===== src/rtl/mem_port_arbiter.sv =====
// Shares one memory port between the instruction fetch and the data stage.
// MEM has priority; IF is forced through after STARVE_MAX back-to-back MEM grants.
module mem_port_arbiter #(
  parameter int unsigned ADDR_W     = 32,
  parameter int unsigned DATA_W     = 32,
  parameter int unsigned STARVE_MAX = 4
) (
  input  logic              clk_i,
  input  logic              rst_n,
  input  logic              if_req_i,
  input  logic [ADDR_W-1:0] if_addr_i,
  output logic [DATA_W-1:0] if_rdata_o,
  output logic              if_valid_o,
  output logic              if_stall_o,
  input  logic              flush_i,
  input  logic              mem_req_i,
  input  logic              mem_we_i,
  input  logic [ADDR_W-1:0] mem_addr_i,
  input  logic [DATA_W-1:0] mem_wdata_i,
  output logic [DATA_W-1:0] mem_rdata_o,
  output logic              mem_valid_o,
  output logic              mem_stall_o,
  output logic              mport_req_o,
  output logic              mport_we_o,
  output logic [ADDR_W-1:0] mport_addr_o,
  output logic [DATA_W-1:0] mport_wdata_o,
  input  logic              mport_ack_i,
  input  logic [DATA_W-1:0] mport_rdata_i
);

  localparam int unsigned     CNT_W      = 3;
  localparam logic [CNT_W-1:0] STARVE_LIM = CNT_W'(STARVE_MAX);

  typedef enum logic [1:0] {
    IDLE      = 2'd0,
    SERVE_IF  = 2'd1,
    SERVE_MEM = 2'd2
  } state_t;

  state_t              r_state,       w_state_nxt;
  logic [CNT_W-1:0]    r_starve,      w_starve_nxt;
  logic                r_discard,     w_discard_nxt;
  logic                r_mport_req,   w_mport_req_nxt;
  logic                r_mport_we,    w_mport_we_nxt;
  logic [ADDR_W-1:0]   r_mport_addr,  w_mport_addr_nxt;
  logic [DATA_W-1:0]   r_mport_wdata, w_mport_wdata_nxt;
  logic [DATA_W-1:0]   r_if_rdata,    w_if_rdata_nxt;
  logic                r_if_valid,    w_if_valid_nxt;
  logic [DATA_W-1:0]   r_mem_rdata,   w_mem_rdata_nxt;
  logic                r_mem_valid,   w_mem_valid_nxt;
  logic                w_if_wins;

  assign mport_req_o   = r_mport_req;
  assign mport_we_o    = r_mport_we;
  assign mport_addr_o  = r_mport_addr;
  assign mport_wdata_o = r_mport_wdata;
  assign if_rdata_o    = r_if_rdata;
  assign if_valid_o    = r_if_valid;
  assign mem_rdata_o   = r_mem_rdata;
  assign mem_valid_o   = r_mem_valid;

  // Requesters are frozen until their completion pulse.
  assign if_stall_o  = if_req_i & ~r_if_valid;
  assign mem_stall_o = mem_req_i & ~r_mem_valid;

  // IF takes the port when alone, or when MEM has starved it long enough.
  assign w_if_wins = if_req_i & (~mem_req_i | (r_starve == STARVE_LIM));

  // Next-state, grant and completion logic.
  always_comb begin
    w_state_nxt       = r_state;
    w_starve_nxt      = r_starve;
    w_discard_nxt     = r_discard;
    w_mport_req_nxt   = r_mport_req;
    w_mport_we_nxt    = r_mport_we;
    w_mport_addr_nxt  = r_mport_addr;
    w_mport_wdata_nxt = r_mport_wdata;
    w_if_rdata_nxt    = r_if_rdata;
    w_if_valid_nxt    = 1'b0;
    w_mem_rdata_nxt   = r_mem_rdata;
    w_mem_valid_nxt   = 1'b0;

    unique case (r_state)
      IDLE: begin
        w_discard_nxt = 1'b0;
        if (w_if_wins) begin
          w_state_nxt       = SERVE_IF;
          w_starve_nxt      = '0;
          w_mport_req_nxt   = 1'b1;
          w_mport_we_nxt    = 1'b0;
          w_mport_addr_nxt  = if_addr_i;
          w_mport_wdata_nxt = '0;
        end else if (mem_req_i) begin
          w_state_nxt       = SERVE_MEM;
          w_mport_req_nxt   = 1'b1;
          w_mport_we_nxt    = mem_we_i;
          w_mport_addr_nxt  = mem_addr_i;
          w_mport_wdata_nxt = mem_wdata_i;
          if (!if_req_i) begin
            w_starve_nxt = '0;
          end else if (r_starve < STARVE_LIM) begin
            w_starve_nxt = r_starve + CNT_W'(1);
          end
        end
      end
      SERVE_IF: begin
        if (flush_i) begin
          w_discard_nxt = 1'b1;
        end
        if (mport_ack_i) begin
          w_state_nxt     = IDLE;
          w_mport_req_nxt = 1'b0;
          w_discard_nxt   = 1'b0;
          if (!(r_discard || flush_i)) begin
            w_if_rdata_nxt = mport_rdata_i;
            w_if_valid_nxt = 1'b1;
          end
        end
      end
      SERVE_MEM: begin
        if (mport_ack_i) begin
          w_state_nxt     = IDLE;
          w_mport_req_nxt = 1'b0;
          w_mem_valid_nxt = 1'b1;
          if (!r_mport_we) begin
            w_mem_rdata_nxt = mport_rdata_i;
          end
        end
      end
      default: begin
        w_state_nxt     = IDLE;
        w_mport_req_nxt = 1'b0;
      end
    endcase
  end

  // State and registered outputs; reset abandons any transfer in flight.
  always_ff @(posedge clk_i or negedge rst_n) begin
    if (!rst_n) begin
      r_state       <= IDLE;
      r_starve      <= '0;
      r_discard     <= 1'b0;
      r_mport_req   <= 1'b0;
      r_mport_we    <= 1'b0;
      r_mport_addr  <= '0;
      r_mport_wdata <= '0;
      r_if_rdata    <= '0;
      r_if_valid    <= 1'b0;
      r_mem_rdata   <= '0;
      r_mem_valid   <= 1'b0;
    end else begin
      r_state       <= w_state_nxt;
      r_starve      <= w_starve_nxt;
      r_discard     <= w_discard_nxt;
      r_mport_req   <= w_mport_req_nxt;
      r_mport_we    <= w_mport_we_nxt;
      r_mport_addr  <= w_mport_addr_nxt;
      r_mport_wdata <= w_mport_wdata_nxt;
      r_if_rdata    <= w_if_rdata_nxt;
      r_if_valid    <= w_if_valid_nxt;
      r_mem_rdata   <= w_mem_rdata_nxt;
      r_mem_valid   <= w_mem_valid_nxt;
    end
  end

endmodule


===== config.mk =====
export PLATFORM = sky130hd
export DESIGN_NAME = mem_port_arbiter
export DESIGN_NICKNAME = d
export VERILOG_FILES = /design/src/rtl/mem_port_arbiter.sv
export SDC_FILE = /design/constraint.sdc
export NUM_CORES = 1
export LEC_CHECK = 0
export CORE_MARGIN = 3
export CORE_UTILIZATION = 45
export CTS_CLUSTER_DIAMETER = 150
export DETAILED_ROUTE_END_ITERATION = 8
export PLACE_DENSITY_LB_ADDON = 0.05
export SLEW_MARGIN = 25
export SYNTH_ARGS = -nofsm -noshare
export SYNTH_HDL_FRONTEND = slang
export SYNTH_SLANG_ARGS = --single-unit

===== constraint.sdc =====
create_clock -name clk_i -period 2.43 [get_ports clk_i]
set_input_delay 0.486 -clock clk_i [delete_from_list [all_inputs] [get_ports clk_i]]
set_output_delay 0.486 -clock clk_i [all_outputs]
set_load 0.02 [all_outputs]

* After elaboration in Yosys (flattened, before gate mapping) *
Index checks and enable logic that the tools add are counted.

cells by class
  add/sub/neg operators = 1
  $lt $le $gt $ge = 1
  eq/ne operators = 7
  multiplexer cells = 26
  bitwise operators = 9
  reduce and logical (&&, ||, !) cells = 11

operator list
  operator                                                                  count
  32-bit two-way mux                                                        4
  1-bit two-way mux                                                         12
  3-bit two-way mux                                                         4
  3-bit AND reduction                                                       3
  2-bit two-way mux                                                         3
  3-bit inequality test (second input constant)                             2
  2-bit AND reduction                                                       3
  1-bit NOT                                                                 5
  1-bit case mux with 2 select lines                                        2
  2-bit case mux with 2 select lines                                        1
  2-bit nonzero test                                                        2
  3-bit by 1-bit adder with 3-bit output (second input constant)            1
  1-bit bitwise AND                                                         3
  3-bit equality test (second input constant)                               1
  3-bit less-than comparator (second input constant)                        1
  3-bit by 1-bit inequality test with 1-bit output (second input constant)  1
  2-bit by 1-bit equality test with 1-bit output (second input constant)    1
  2-bit equality test (second input constant)                               1
  2-bit zero test                                                           1
  2-bit by 1-bit inequality test with 1-bit output (second input constant)  1
  2-bit OR reduction                                                        1
  1-bit logical OR                                                          1
  1-bit OR                                                                  1

storage, ports and cells
  register bits after elaboration = 138

* Longest topological paths before layout *
  depth in word-level cells = 5
  gate-level depth with buffers = 8

* Worst setup path after synthesis *
Ideal clock, no wire load.

  path kind = input -> output
  start = input port if_req_i
  end = output port if_stall_o
  arrival = 1388 ps
  required time = 1944 ps
  setup slack = 556 ps
  stages = 3
  path buffers = 2
  path through = clkbuf_1 > clkbuf_1 > nor2b_1

between the ends
  longest elaborated chain between the ends = 1

ends and longest elaborated chain
  what                RTL line  text
  start: declaration  10        input logic if_req_i,
  1-bit bitwise AND   63        assign if_stall_o = if_req_i & ~r_if_valid;
  end: declaration    14        output logic if_stall_o,

Every way passes these cells.

* Worst setup path after layout *
Same ends and word-level chain as after synthesis.

==> flow_metrics.env <==
export IMPL_grt_util_all_layers_pct=24.34
export IMPL_skew_ps=10.23
export IMPL_wirelength_mm=17.36
export IMPL_syn2layout_area_growth_pct=60.49
export IMPL_synthCells=509
export IMPL_dpl_cell_area_mm2=0.008806
export IMPL_synth_fp_nets=649
export IMPL_crit_type="in -> out"
export IMPL_overflow=0
export IMPL_arrival_ps=1790
export IMPL_routabilityCongestion=0.7876
export IMPL_port_buffer_count=268
export IMPL_combPwrFrac_pct=47.9
export IMPL_cts_tree="yes"
export IMPL_timing_final_crit_share_pct=93.79
export IMPL_grt_max_degree=54
export IMPL_cts_resized=0
export IMPL_dieArea_mm2=0.01448
export IMPL_timing_slew_headroom_pct=66.91
export IMPL_crit_path_max_fanout=2
export IMPL_detail_route_iter0_violations=275
export IMPL_max_freq_ghz=0.4388
export IMPL_ys_types=29
export IMPL_drc_errors=0
export IMPL_cts_root_buffer="clkbuf_16"
export IMPL_status="completed"
export IMPL_synth_top_flop_cell="dfrtp_1"
export IMPL_r2r_start="r_state[0]$_DFFE_PN0P_"
export IMPL_place_hpwl_mm=12.32
export IMPL_grt_setup_unrepaired="false"
export IMPL_syn_avg_cell_area_um2=11.56
export IMPL_p_per_area_mw_per_mm2=1365
export IMPL_start_util_pct=46.25
export IMPL_yosys_warnings=0
export IMPL_drive_above_1_share_pct=18.14
export IMPL_hp_class="in -> async"
export IMPL_htreeDepth=4
export IMPL_cts_buffer_depth=2
export IMPL_ant_nets=0
export IMPL_finalHoldViolCount=0
export IMPL_cp_data_required_time_ps=1940
export IMPL_finalSetupTns_ps=0
export IMPL_clk_latency_ps=420
export IMPL_path_clk_slew_ps=60
export IMPL_p_leak_uw=0.004055
export IMPL_synthArstFlopShare_pct=100.0
export IMPL_holdWs_ps=16.52
export IMPL_critPathLaunchType="input port"
export IMPL_end_kind="primary output"
export IMPL_tightestPinTransition_ps=496.3
export IMPL_fillers=908
export IMPL_drt_wirelength_per_cell_um=18.16
export IMPL_r2r_end="r_starve[0]$_DFFE_PN0P_"
export IMPL_syn_area_mm2=0.005884
export IMPL_post_cts_buffers=0
export IMPL_antenna_found_initial=1
export IMPL_peakVddDrop_mv=0.7591
export IMPL_hold_buffers=0
export IMPL_pin_count=269
export IMPL_drtPass1Iterations=5
export IMPL_pre_cts_slack_ps=158.8
export IMPL_first_global_vias=5262
export IMPL_setup_viol=0
export IMPL_ys_seq_area_share_pct=58.69
export IMPL_post_route_worst_setup_slack_ps=150.9
export IMPL_fin_nets=910
export IMPL_placementRows=41
export IMPL_maxSlewViolCount=0
export IMPL_viasPerCell=5.183
export IMPL_grt_pass1_wl_mm=27.35
export IMPL_synth_edf_count=0
export IMPL_clockPowerShare_pct=21.3
export IMPL_vias=4955
export IMPL_core_area_mm2=0.01272
export IMPL_rrSetupSlack_ps=590
export IMPL_finalInstanceArea_mm2=0.009444
export IMPL_die_y_um=120.4
export IMPL_numCtsBuffers=17
export IMPL_p_sw_uw=4729
export IMPL_reg2regPathDepth=5
export IMPL_ys_ff_latch=138
export IMPL_power_internal_uw=8166
export IMPL_die_w_um=120.4
export IMPL_cts_sinks=138
export IMPL_cap_violations=0
export IMPL_period_minus_slack_ps=2279
export IMPL_power_frac_seq_pct=30.8
export IMPL_p_sw_share_pct=36.67
[through the flow]
step           util (%)  cells  total power, uW
2_1_floorplan         -    509             7098
3_3_place_gp      69.22    923            10040
3_5_place_dp      69.22    923            10230
4_1_cts           74.21    955            13020
5_1_grt           74.23    956            13570
6_report          74.23    956            12900
[power groups by stage]
stage	Sequential (uW)	Combinational, uW	Clock [uW]
2_1_floorplan	5250	1850	0
3_3_place_gp	3940	6100	0
3_5_place_dp	3990	6230	0
4_1_cts	3980	6260	2780
5_1_grt	4110	6560	2890
6_report	3980	6180	2740
[cells in the mapped netlist (2+ instances only)]
cell      instances  share of area, %
a21o_1            2              0.26
a22o_1            4              0.60
buf_2            10              0.85
buf_6             6               1.1
clkbuf_1         23               1.5
dfrtp_1         138                59
ha_1              5               1.1
inv_1             4              0.26
mux2_2           64                12
nand2_1         133               8.5
nand4_1          32               3.4
nor2_1            6              0.38
nor2b_1           3              0.32
o211ai_1          5              0.64
o211ai_2         27               5.7
o21ai_0          21               1.8
o21ai_1          14               1.2
[worst max path at each step]
stage / from / to / slack, ps
after floorplan: if_req_i / if_stall_o / 560
after global placement: if_req_i / if_stall_o / 150
after detailed placement: if_req_i / r_starve[0]$_DFFE_PN0P_ / 160
after CTS: if_req_i / if_stall_o / 140
after global routing: if_req_i / if_stall_o / 90
final: if_req_i / if_stall_o / 150
[per-layer routing]
layer	track usage, %	share of wire, %	vias up
li1	-	-	2290
met1	27.89	38	2439
met2	42.18	51	200
met3	8.232	8.3	26
met4	9.348	2.5	0
met5	0	0	-
[logic make-up after synthesis]
logic type                 synth area share (%)
and+or+nand+nor                           13.20
DFF                                       58.69
AOI/OAI and AO/OA                         10.70
muxes                                     12.44
buffers and inverters                     3.912
adders and majority gates                 1.063
[worst max-delay path, stage by stage]
cell and delay [ps]:
clkdlybuf4s50_1 480, nor2b_1 150, clkdlybuf4s50_1 680
[flip-flops by register name (all words and copies together) (netlist names)]
signal and flops:
mport_addr_o 32, r_state 2, mem_rdata_o 32, mem_valid_o 1, r_starve 3, mport_wdata_o 32, mport_we_o 1, mport_req_o 1
if_valid_o 1, if_rdata_o 32, r_discard 1
[area by class of cell]
type                            instances  area, um2  share of cell area, %
Tap cell                              172      215.2                  2.279
Clock buffer                           18      439.2                  4.650
Multi-Input combinational cell        326       2213                  23.44
Timing Repair Buffer                  283       2909                  30.80
Sequential cell                       138       3453                  36.57
Clock inverter                         14      196.4                  2.080
Antenna cell                            1      2.502                0.02650
Inverter                                4      15.01                 0.1590
[placed cells by master, fill, tap and decap left out, types with 5 or more instances in the layout]
cell,Yosys,final
dfrtp_1,138,138
nand4_1,32,32
o211ai_1,5,5
mux2_2,64,64
nor2_1,6,6
clkbuf_16,0,17
nand2_1,133,133
o211ai_2,27,27
o21ai_1,14,13
buf_4,1,6
o21ai_0,21,21
buf_12,0,9
ha_1,5,5
clkdlybuf4s50_1,0,267
Note: power is estimated with default switching activity, not from simulation.
